<file path="config.mk">
export PLATFORM = sky130hd
export DESIGN_NAME = spi_trans_ctrl
export DESIGN_NICKNAME = d
export VERILOG_FILES = /design/src/rtl/spi_trans_ctrl.sv
export SDC_FILE = /design/constraint.sdc
export NUM_CORES = 1
export LEC_CHECK = 0
export ABC_AREA = 1
export ABC_CLOCK_PERIOD_IN_PS = 1800
export BUFFER_PORTS_ARGS = -buffer_cell sky130_fd_sc_hd__buf_4
export CORE_UTILIZATION = 30
export DETAILED_ROUTE_END_ITERATION = 16
export SLEW_MARGIN = 20
export SYNTH_ARGS = -nofsm -noshare
export SYNTH_HDL_FRONTEND = slang
export SYNTH_SLANG_ARGS = --single-unit
</file>
<file path="constraint.sdc">
create_clock -name clk_i -period 1.8 [get_ports clk_i]
set_clock_uncertainty 0.2 [all_clocks]
set_input_delay 0.45 -clock clk_i [delete_from_list [all_inputs] [get_ports clk_i]]
set_output_delay 0.45 -clock clk_i [all_outputs]
set_load 0.02 [all_outputs]
</file>
<file path="src/rtl/spi_trans_ctrl.sv">
// Sequencer for one SPI master transaction: drives chip select, fetches TX bytes,
// kicks the byte shift engine and writes each received byte back to the RX buffer.
module spi_trans_ctrl #(
  parameter int CS_SETUP = 2,
  parameter int CS_HOLD  = 2
) (
  input  logic       clk_i,
  input  logic       rst_i,
  input  logic       send_i,
  input  logic [8:0] n_tx_end_i,
  input  logic       all_1s_i,
  input  logic       all_0s_i,
  input  logic [7:0] tx_data_i,
  input  logic [7:0] rx_data_i,
  input  logic       done_i,
  output logic [8:0] buf_addr_o,
  output logic [7:0] tx_byte_o,
  output logic       start_o,
  output logic [7:0] rx_byte_o,
  output logic       rx_we_o,
  output logic       cs_n_o,
  output logic       clr_send_o,
  output logic [9:0] n_rx_o,
  output logic       busy_o
);

  localparam logic [7:0] SETUP_LAST = 8'(CS_SETUP - 1);
  localparam logic [7:0] HOLD_LAST  = 8'(CS_HOLD - 1);

  typedef enum logic [2:0] {
    S_IDLE, S_SETUP, S_FETCH, S_LOAD, S_WAIT, S_STORE, S_HOLD, S_DONE
  } state_t;

  state_t     state_q, state_d;
  logic [9:0] cnt_q, cnt_d;
  logic [7:0] timer_q, timer_d;
  logic [8:0] buf_addr_q, buf_addr_d;
  logic [7:0] tx_byte_q, tx_byte_d;
  logic [7:0] rx_byte_q, rx_byte_d;
  logic       start_q, start_d;
  logic       rx_we_q, rx_we_d;
  logic       cs_n_q, cs_n_d;
  logic       clr_send_q, clr_send_d;
  logic [9:0] n_rx_q, n_rx_d;
  logic [9:0] cnt_inc;
  logic [9:0] last_cnt;

  assign cnt_inc  = cnt_q + 10'd1;
  // 10-bit so that n_tx_end_i=511 compares against 512 without wrapping
  assign last_cnt = {1'b0, n_tx_end_i} + 10'd1;

  always_comb begin
    state_d    = state_q;
    cnt_d      = cnt_q;
    timer_d    = timer_q;
    buf_addr_d = buf_addr_q;
    tx_byte_d  = tx_byte_q;
    rx_byte_d  = rx_byte_q;
    start_d    = 1'b0;
    rx_we_d    = 1'b0;
    cs_n_d     = cs_n_q;
    clr_send_d = 1'b0;
    n_rx_d     = n_rx_q;
    case (state_q)
      S_IDLE: begin
        if (send_i) begin
          state_d = S_SETUP;
          cnt_d   = 10'd0;
          n_rx_d  = 10'd0;
          cs_n_d  = 1'b0;
          timer_d = 8'd0;
        end
      end
      S_SETUP: begin
        if (timer_q == SETUP_LAST) begin
          timer_d    = 8'd0;
          buf_addr_d = cnt_q[8:0];
          state_d    = S_FETCH;
        end else begin
          timer_d = timer_q + 8'd1;
        end
      end
      S_FETCH: state_d = S_LOAD;
      S_LOAD: begin
        // start is registered alongside tx_byte so the engine sees both in the same cycle
        tx_byte_d = all_1s_i ? 8'hFF : (all_0s_i ? 8'h00 : tx_data_i);
        start_d   = 1'b1;
        state_d   = S_WAIT;
      end
      S_WAIT: begin
        if (done_i) begin
          rx_byte_d = rx_data_i;
          rx_we_d   = 1'b1;
          state_d   = S_STORE;
        end
      end
      S_STORE: begin
        cnt_d  = cnt_inc;
        n_rx_d = cnt_inc;
        if (cnt_inc == last_cnt) begin
          timer_d = 8'd0;
          state_d = S_HOLD;
        end else begin
          buf_addr_d = cnt_inc[8:0];
          state_d    = S_FETCH;
        end
      end
      S_HOLD: begin
        if (timer_q == HOLD_LAST) begin
          timer_d    = 8'd0;
          clr_send_d = 1'b1;
          state_d    = S_DONE;
        end else begin
          timer_d = timer_q + 8'd1;
        end
      end
      S_DONE: begin
        cs_n_d  = 1'b1;
        state_d = S_IDLE;
      end
      default: state_d = S_IDLE;
    endcase
  end

  always_ff @(posedge clk_i or posedge rst_i) begin
    if (rst_i) begin
      state_q    <= S_IDLE;
      cnt_q      <= 10'd0;
      timer_q    <= 8'd0;
      buf_addr_q <= 9'd0;
      tx_byte_q  <= 8'd0;
      rx_byte_q  <= 8'd0;
      start_q    <= 1'b0;
      rx_we_q    <= 1'b0;
      cs_n_q     <= 1'b1;
      clr_send_q <= 1'b0;
      n_rx_q     <= 10'd0;
    end else begin
      state_q    <= state_d;
      cnt_q      <= cnt_d;
      timer_q    <= timer_d;
      buf_addr_q <= buf_addr_d;
      tx_byte_q  <= tx_byte_d;
      rx_byte_q  <= rx_byte_d;
      start_q    <= start_d;
      rx_we_q    <= rx_we_d;
      cs_n_q     <= cs_n_d;
      clr_send_q <= clr_send_d;
      n_rx_q     <= n_rx_d;
    end
  end

  assign buf_addr_o = buf_addr_q;
  assign tx_byte_o  = tx_byte_q;
  assign start_o    = start_q;
  assign rx_byte_o  = rx_byte_q;
  assign rx_we_o    = rx_we_q;
  assign cs_n_o     = cs_n_q;
  assign clr_send_o = clr_send_q;
  assign n_rx_o     = n_rx_q;
  assign busy_o     = (state_q != S_IDLE);

endmodule

</file>
==> flow_summary.ini, run 1 <==
[placed_design]
port-buffer-count = 70
hpwl_mm = 6.07
dp_cells = 670
gp_congestion = 0.881
placed_area_mm2 = 0.00416

[critical_path]
endpoint_kind = register
worstSetupPathType = reg -> reg
start_kind = register
rrSetupSlack_ns = -0.30
path_max_fanout = 8
cp.required_ns = 1.80
arrival_ns = 2.10

[detailed_routing]
drc_errors = 0
viasPerCell = 4.46
firstDrtPassIters = 4
routedWlPerCell_um = 11.5
finalWirelength_mm = 8.08
final_antenna_net_count = 0
drt-initial-drc-count = 98
via_count = 3121

[clock_tree]
clkSlewWorstSetupHoldPaths_ns = 0.09
cts-root-buf = clkbuf_8
cts_tree = built
htreeDepth = 2
clk_latency_ns = 0.31
cts.sinks = 50
cts.path.max_buffers = 2
numCtsBuffers = 5

[synthesis]
synthTopCellsByArea = dfrtp_1, nand2_1, nand3_1
synth_most_common_cell = nand2_1
netlist_area_mm2 = 0.00291
ys_seq_area_share_pct = 43.0
synth_top_family_by_area = simple AND/OR/NAND/NOR gates
yosys_warnings = 0
ys_ff_latch = 50
synthDistinctLibCells = 27
synthMuxAreaShare_pct = 0
synth_compound_area_share_pct = 6.15
synth_ff_type = dfrtp_1
async_reset_ff_share_pct = 100
synth_nets = 444
synthAdderAreaFrac_pct = 3.87
synth_common_cells = nand2_1, dfrtp_1, inv_1
synth_top_area_cell = dfrtp_1
synth_cells = 404
synth_edf_count = 0
postSynthAreaPerCell_um2 = 7.20
synth-simple-area-share_pct = 36.1
synth.top_cell.area_share_pct = 42.1
synth-xor-area-share_pct = 3.61

[worst_hold_path]
hold_class = in -> reg

[pwr]
p_leak_nw = 2.47
powerDensity_mw_per_mm2 = 1530
irDropWorstVdd_mv = 0.711

[outcome]
status = finished, violations left
violations = negative setup slack

[sta]
finalSetupViolCount = 21
grt_setup_unrepaired = yes
layout_setup_ws_ns = -0.303
fmax_mhz = 476
slew_headroom_pct = 74.9
worst_pin_slew_ns = 0.375
hold_viol = 0
drv_slew = 0
post-route-period-util_pct = 117
timing.final.crit_period_ns = 2.10

[final_layout]
nFillCells = 887
nets = 610
regArea_mm2 = 0.00125
stdcell_count = 700
area_growth_pct = 60.7
diodes = 0
utilization_pct = 50.1
fin_area_mm2 = 0.00468
layout-drive-gt1-share_pct = 39.8
multiInputGateArea_mm2 = 0.00167

[floorplan]
rows = 35
die_area_mm2 = 0.0101
fp.dieH_um = 100
pin_count = 71
start_util_pct = 31.2
core_area_mm2 = 0.00933
dieWidth_um = 100

[global_route]
antenna_found_initial = 0
grt_util_all_layers_pct = 16.9
grt_pass1_vias = 3070
gr-total-overflow = 0
grt_max_degree = 27
grt_pass1_wl_mm = 13.8

[run]
drv_cap = 0
==> state kept, by name, summed over array words and instances, names as in the netlist <==
| register | count |
|---|---|
| cs_n_o | 1 |
| buf_addr_o | 9 |
| clr_send_o | 1 |
| rx_byte_o | 8 |
| start_o | 1 |
| tx_byte_o | 8 |
| rx_we_o | 1 |
| timer_q | 8 |
| n_rx_o | 10 |
| state_q | 3 |
==> worst paths after layout <==
path	start	end	cells after the start
max	n_rx_o[1]	timer_q[5]	14
min	rx_data_i[5]	rx_byte_o[5]	3
max reg2reg	n_rx_o[1]	timer_q[5]	14
min reg2reg	rx_byte_o[4]	rx_byte_o[4]	2
max in group asynchronous	rst_i	state_q[2]	4
min in group asynchronous	rst_i	start_o	3
==> placed cells by master, fill, tap and decap left out, drive strengths merged <==
cell type	synthesis	routed
o21ai	19	19
bufinv	0	1
a21oi	11	11
nand2	155	156
dlygate4sd3	0	1
nor2	41	41
a22o	1	1
dfrtp	49	49
nor3	3	3
clkinvlp	0	2
clkbuf	1	6
buf	1	159
nor4	2	2
or2	1	1
inv	50	50
nand4	5	5
xnor2	2	2
o22ai	2	2
nand3	39	39
o21bai	1	1
xor2	10	10
ha	9	9
dfstp	1	1
==> critical path: stages, from the launching register on <==
cell and delay (ns):
dfrtp_2 0.44, ha_4 0.28, inv_2 0.03, nand2_1 0.04, nand2_1 0.05, nor2_1 0.09, nand3_1 0.07, nor2_1 0.09
nand3_1 0.09, nor2_2 0.12, nand3_2 0.10, nand2_4 0.14, nand2_4 0.11, nand2_1 0.08, nand2_1 0.05
==> where the power goes <==
group | internal [mW] | switching [mW]
Clock | 0.415 | 0.390
Sequential | 1.55 | 0.325
Combinational | 2.15 | 2.32
==> logic make-up after synthesis <==
group | Yosys count
and+or+nand+nor | 246
AOI/OAI and AO/OA | 34
DFF | 50
adders and majority gates | 9
buffers and inverters | 53
xor gates and xnor gates | 12
==> final cells by class <==
cell class,instances,area share (%)
timing repair buffer,160,27.5
clock buffer,6,1.55
inverter,51,4.23
clock inverter,2,0.803
multi-input combinational,302,35.6
tap,129,3.45
sequential,50,26.8
==> per-stage QoR <==
step	power (mW)	setup slack, ns	setup TNS (ns)	hold slack [ns]
after detailed placement	5.58	-0.589	-10.91	0.246
final	7.15	-0.303	-5.42	0.136
after global routing	7.68	-0.455	-8.26	0.143
after CTS	6.97	-0.312	-5.61	0.128
after global placement	5.52	-0.558	-9.93	0.242
after floorplan	3.67	-0.254	-4.36	0.271
==> routing by layer <==
metal  GRT usage, %  wire (um)  part of all wire [%]  up-vias
li1               -          -                     -     1607
met1           21.6       3720                    46     1435
met2           30.0       3920                    49       68
met3           2.91        356                   4.4       11
met4           3.46         86                   1.1        0
met5              0          0                     0        -
==> what timing repair did <==
action                                  4_1_cts  5_1_grt
resized for setup                            44       29
pin swaps                                    16       11
setup buffers                                17        4
gates cloned                                  0        1
hold buffers                                  1        0
endpoints found under the setup margin       31       42
endpoints found under the hold margin        11        0
No activity file was read; power rests on OpenSTA's default activity.
==> run 2, diff against run 1 <==
--- a/config.mk
+++ b/config.mk
@@ -10,6 +10,7 @@
 export BUFFER_PORTS_ARGS = -buffer_cell sky130_fd_sc_hd__buf_4
 export CORE_UTILIZATION = 30
 export DETAILED_ROUTE_END_ITERATION = 16
+export REMOVE_ABC_BUFFERS = 1
 export SLEW_MARGIN = 20
 export SYNTH_ARGS = -nofsm -noshare
 export SYNTH_HDL_FRONTEND = slang
==> run 2 against run 1 <==
  * The flow still finishes with violations (negative setup slack)
  * Critical path depth unchanged
  * Sequential share of layout area increased by 0.19 points
  * Sequential power about the same
  * Cell count increased by 0.14%
  * Worst hold slack got worse by 0.0054 ns
  * Clock-buffer cell count unchanged
  * Critical endpoint is now buf_addr_o[1]
  * Largest cell class unchanged
  * Highest routed layer unchanged
==> flow_summary.ini, run 2 (synthesis gave the netlist of run 1 again) <==
[final_layout]
nets = 611
largest_register_ff_count = 10
area_growth_pct = 59.2
final_common_cell = buf_4
diodes = 0
layout-drive-gt1-share_pct = 39.0
final_cell_mix = buf_4, nand2_1, dfrtp_1, inv_1, nand3_1

[floorplan]
core_area_mm2 = 0.00933
fp.dieH_um = 100
rows = 35
start_util_pct = 31.2
die_area_mm2 = 0.0101
pin_count = 71
dieWidth_um = 100

[global_route]
grt_max_degree = 31
gr-total-overflow = 0
grt_pass1_wl_mm = 14.0
grt_util_all_layers_pct = 17.4
grt_pass1_vias = 3094
antenna_found_initial = 0

[outcome]
violations = negative setup slack
status = finished, violations left

[pwr]
total_power_mw = 6.95
powerDensity_mw_per_mm2 = 1500
power_frac_clock_pct = 10.2
swShare_pct = 43.2
p_int_mw = 3.95
irDropWorstVdd_mv = 0.814
pwr-share-seq_pct = 26.7
p_leak_nw = 2.49
power_frac_comb_pct = 63.1
switching_power_mw = 3.00

[detailed_routing]
drc_errors = 0
finalWirelength_mm = 8.37
viasPerCell = 4.43
via_count = 3108
drt-initial-drc-count = 130
final_antenna_net_count = 0
firstDrtPassIters = 4
routedWlPerCell_um = 11.9

[sta]
layout_setup_ws_ns = -0.345
finalSetupViolCount = 19
hold_slack_ns = 0.131
slew_headroom_pct = 76.6
timing.final.crit_period_ns = 2.14
grt_setup_unrepaired = yes
hold_viol = 0
post-route-period-util_pct = 119
drv_slew = 0
worst_pin_slew_ns = 0.347
fmax_mhz = 466

[critical_path]
cp.required_ns = 1.84
arrival_ns = 2.18
path_max_fanout = 8
endpoint_kind = register
start_kind = register
worstSetupPathType = reg -> reg

[worst_hold_path]
hold_class = in -> reg

[placed_design]
pre_cts_ws_ns = -0.592
gp_congestion = 0.860
port-buffer-count = 70
hpwl_mm = 6.21

[clock_tree]
htreeDepth = 2
cts.sinks = 50
cts_tree = built
numCtsBuffers = 5
clk_latency_ns = 0.31
cts.path.max_buffers = 2
clkSlewWorstSetupHoldPaths_ns = 0.10
cts-root-buf = clkbuf_8

[run]
drv_cap = 0
==> run 2: cell types whose count changed in the layout (fill, tap and decap cells not counted), sizes merged <==
cell / previous run / this run
bufinv: 1 / 0
buf: 159 / 160
inv: 50 / 51
clkinvlp: 2 / 0
clkinv: 0 / 2
==> run 2: cell type report <==
class,count,area (um2)
Clock inverter,2,17.5
Sequential cell,50,1250
Multi-Input combinational cell,302,1650
Fill cell,919,4690
Tap cell,129,161
Timing Repair Buffer,161,1280
Clock buffer,6,82.6
Inverter,51,191
==> run 2: worst paths after layout <==
path,from,to,slack (ns),cells past startpoint
min in group asynchronous,rst_i,rx_byte_o[5],0.53,4
hold / removal,rx_data_i[3],rx_byte_o[3],0.13,3
setup / recovery,n_rx_o[0],buf_addr_o[1],-0.34,14
max in group asynchronous,rst_i,cs_n_o,0.61,4
hold reg to reg,rx_byte_o[5],rx_byte_o[5],0.28,2
setup reg to reg,n_rx_o[0],buf_addr_o[1],-0.34,14
==> run 2: per-stage QoR <==
stage	instances	TNS, ns	util, %	cell area (um2)
2_1_floorplan	402	-10.46	-	2890
3_3_place_gp	676	-9.63	44.8	4180
3_5_place_dp	676	-11.19	44.8	4180
4_1_cts	701	-5.86	48.9	4560
5_1_grt	701	-8.38	49.7	4630
6_report	701	-5.90	49.7	4630
==> run 2: power groups by stage <==
stage	Clock (mW)	Combinational, mW	Sequential (mW)
after floorplan	0	1.32	2.26
after global placement	0	3.67	1.84
after detailed placement	0	3.73	1.85
after CTS	0.742	4.28	1.85
after global routing	0.773	4.81	1.91
final	0.709	4.39	1.85
==> run 2: worst max-delay path, cell delays in order (launching register included) <==
cell	delay (ns)
dfrtp_1	0.42
ha_4	0.18
buf_6	0.12
nand4_1	0.11
nand2_1	0.10
nand2_1	0.07
inv_1	0.03
nor2_1	0.10
nand3_1	0.09
nor2_2	0.12
nand3_2	0.10
nand2_4	0.15
buf_6	0.15
nand3_1	0.06
nand2_1	0.07
==> run 2: timing repair <==
action / in CTS / in global routing
pin swaps: 9 / 10
gates cloned: 1 / 0
hold endpoints to repair: 39 / 0
resized for setup: 42 / 20
hold buffers: 1 / 0
buffers inserted: 17 / 2
setup endpoints to repair: 30 / 40
==> run 2: routing by layer <==
metal / global-route usage [%] / vias up / part of all wire [%]
met5: 0 / - / 0
met4: 4.24 / 0 / 0.81
met3: 2.70 / 7 / 3.7
met2: 31.6 / 70 / 50
met1: 21.5 / 1420 / 45
li1: - / 1611 / -
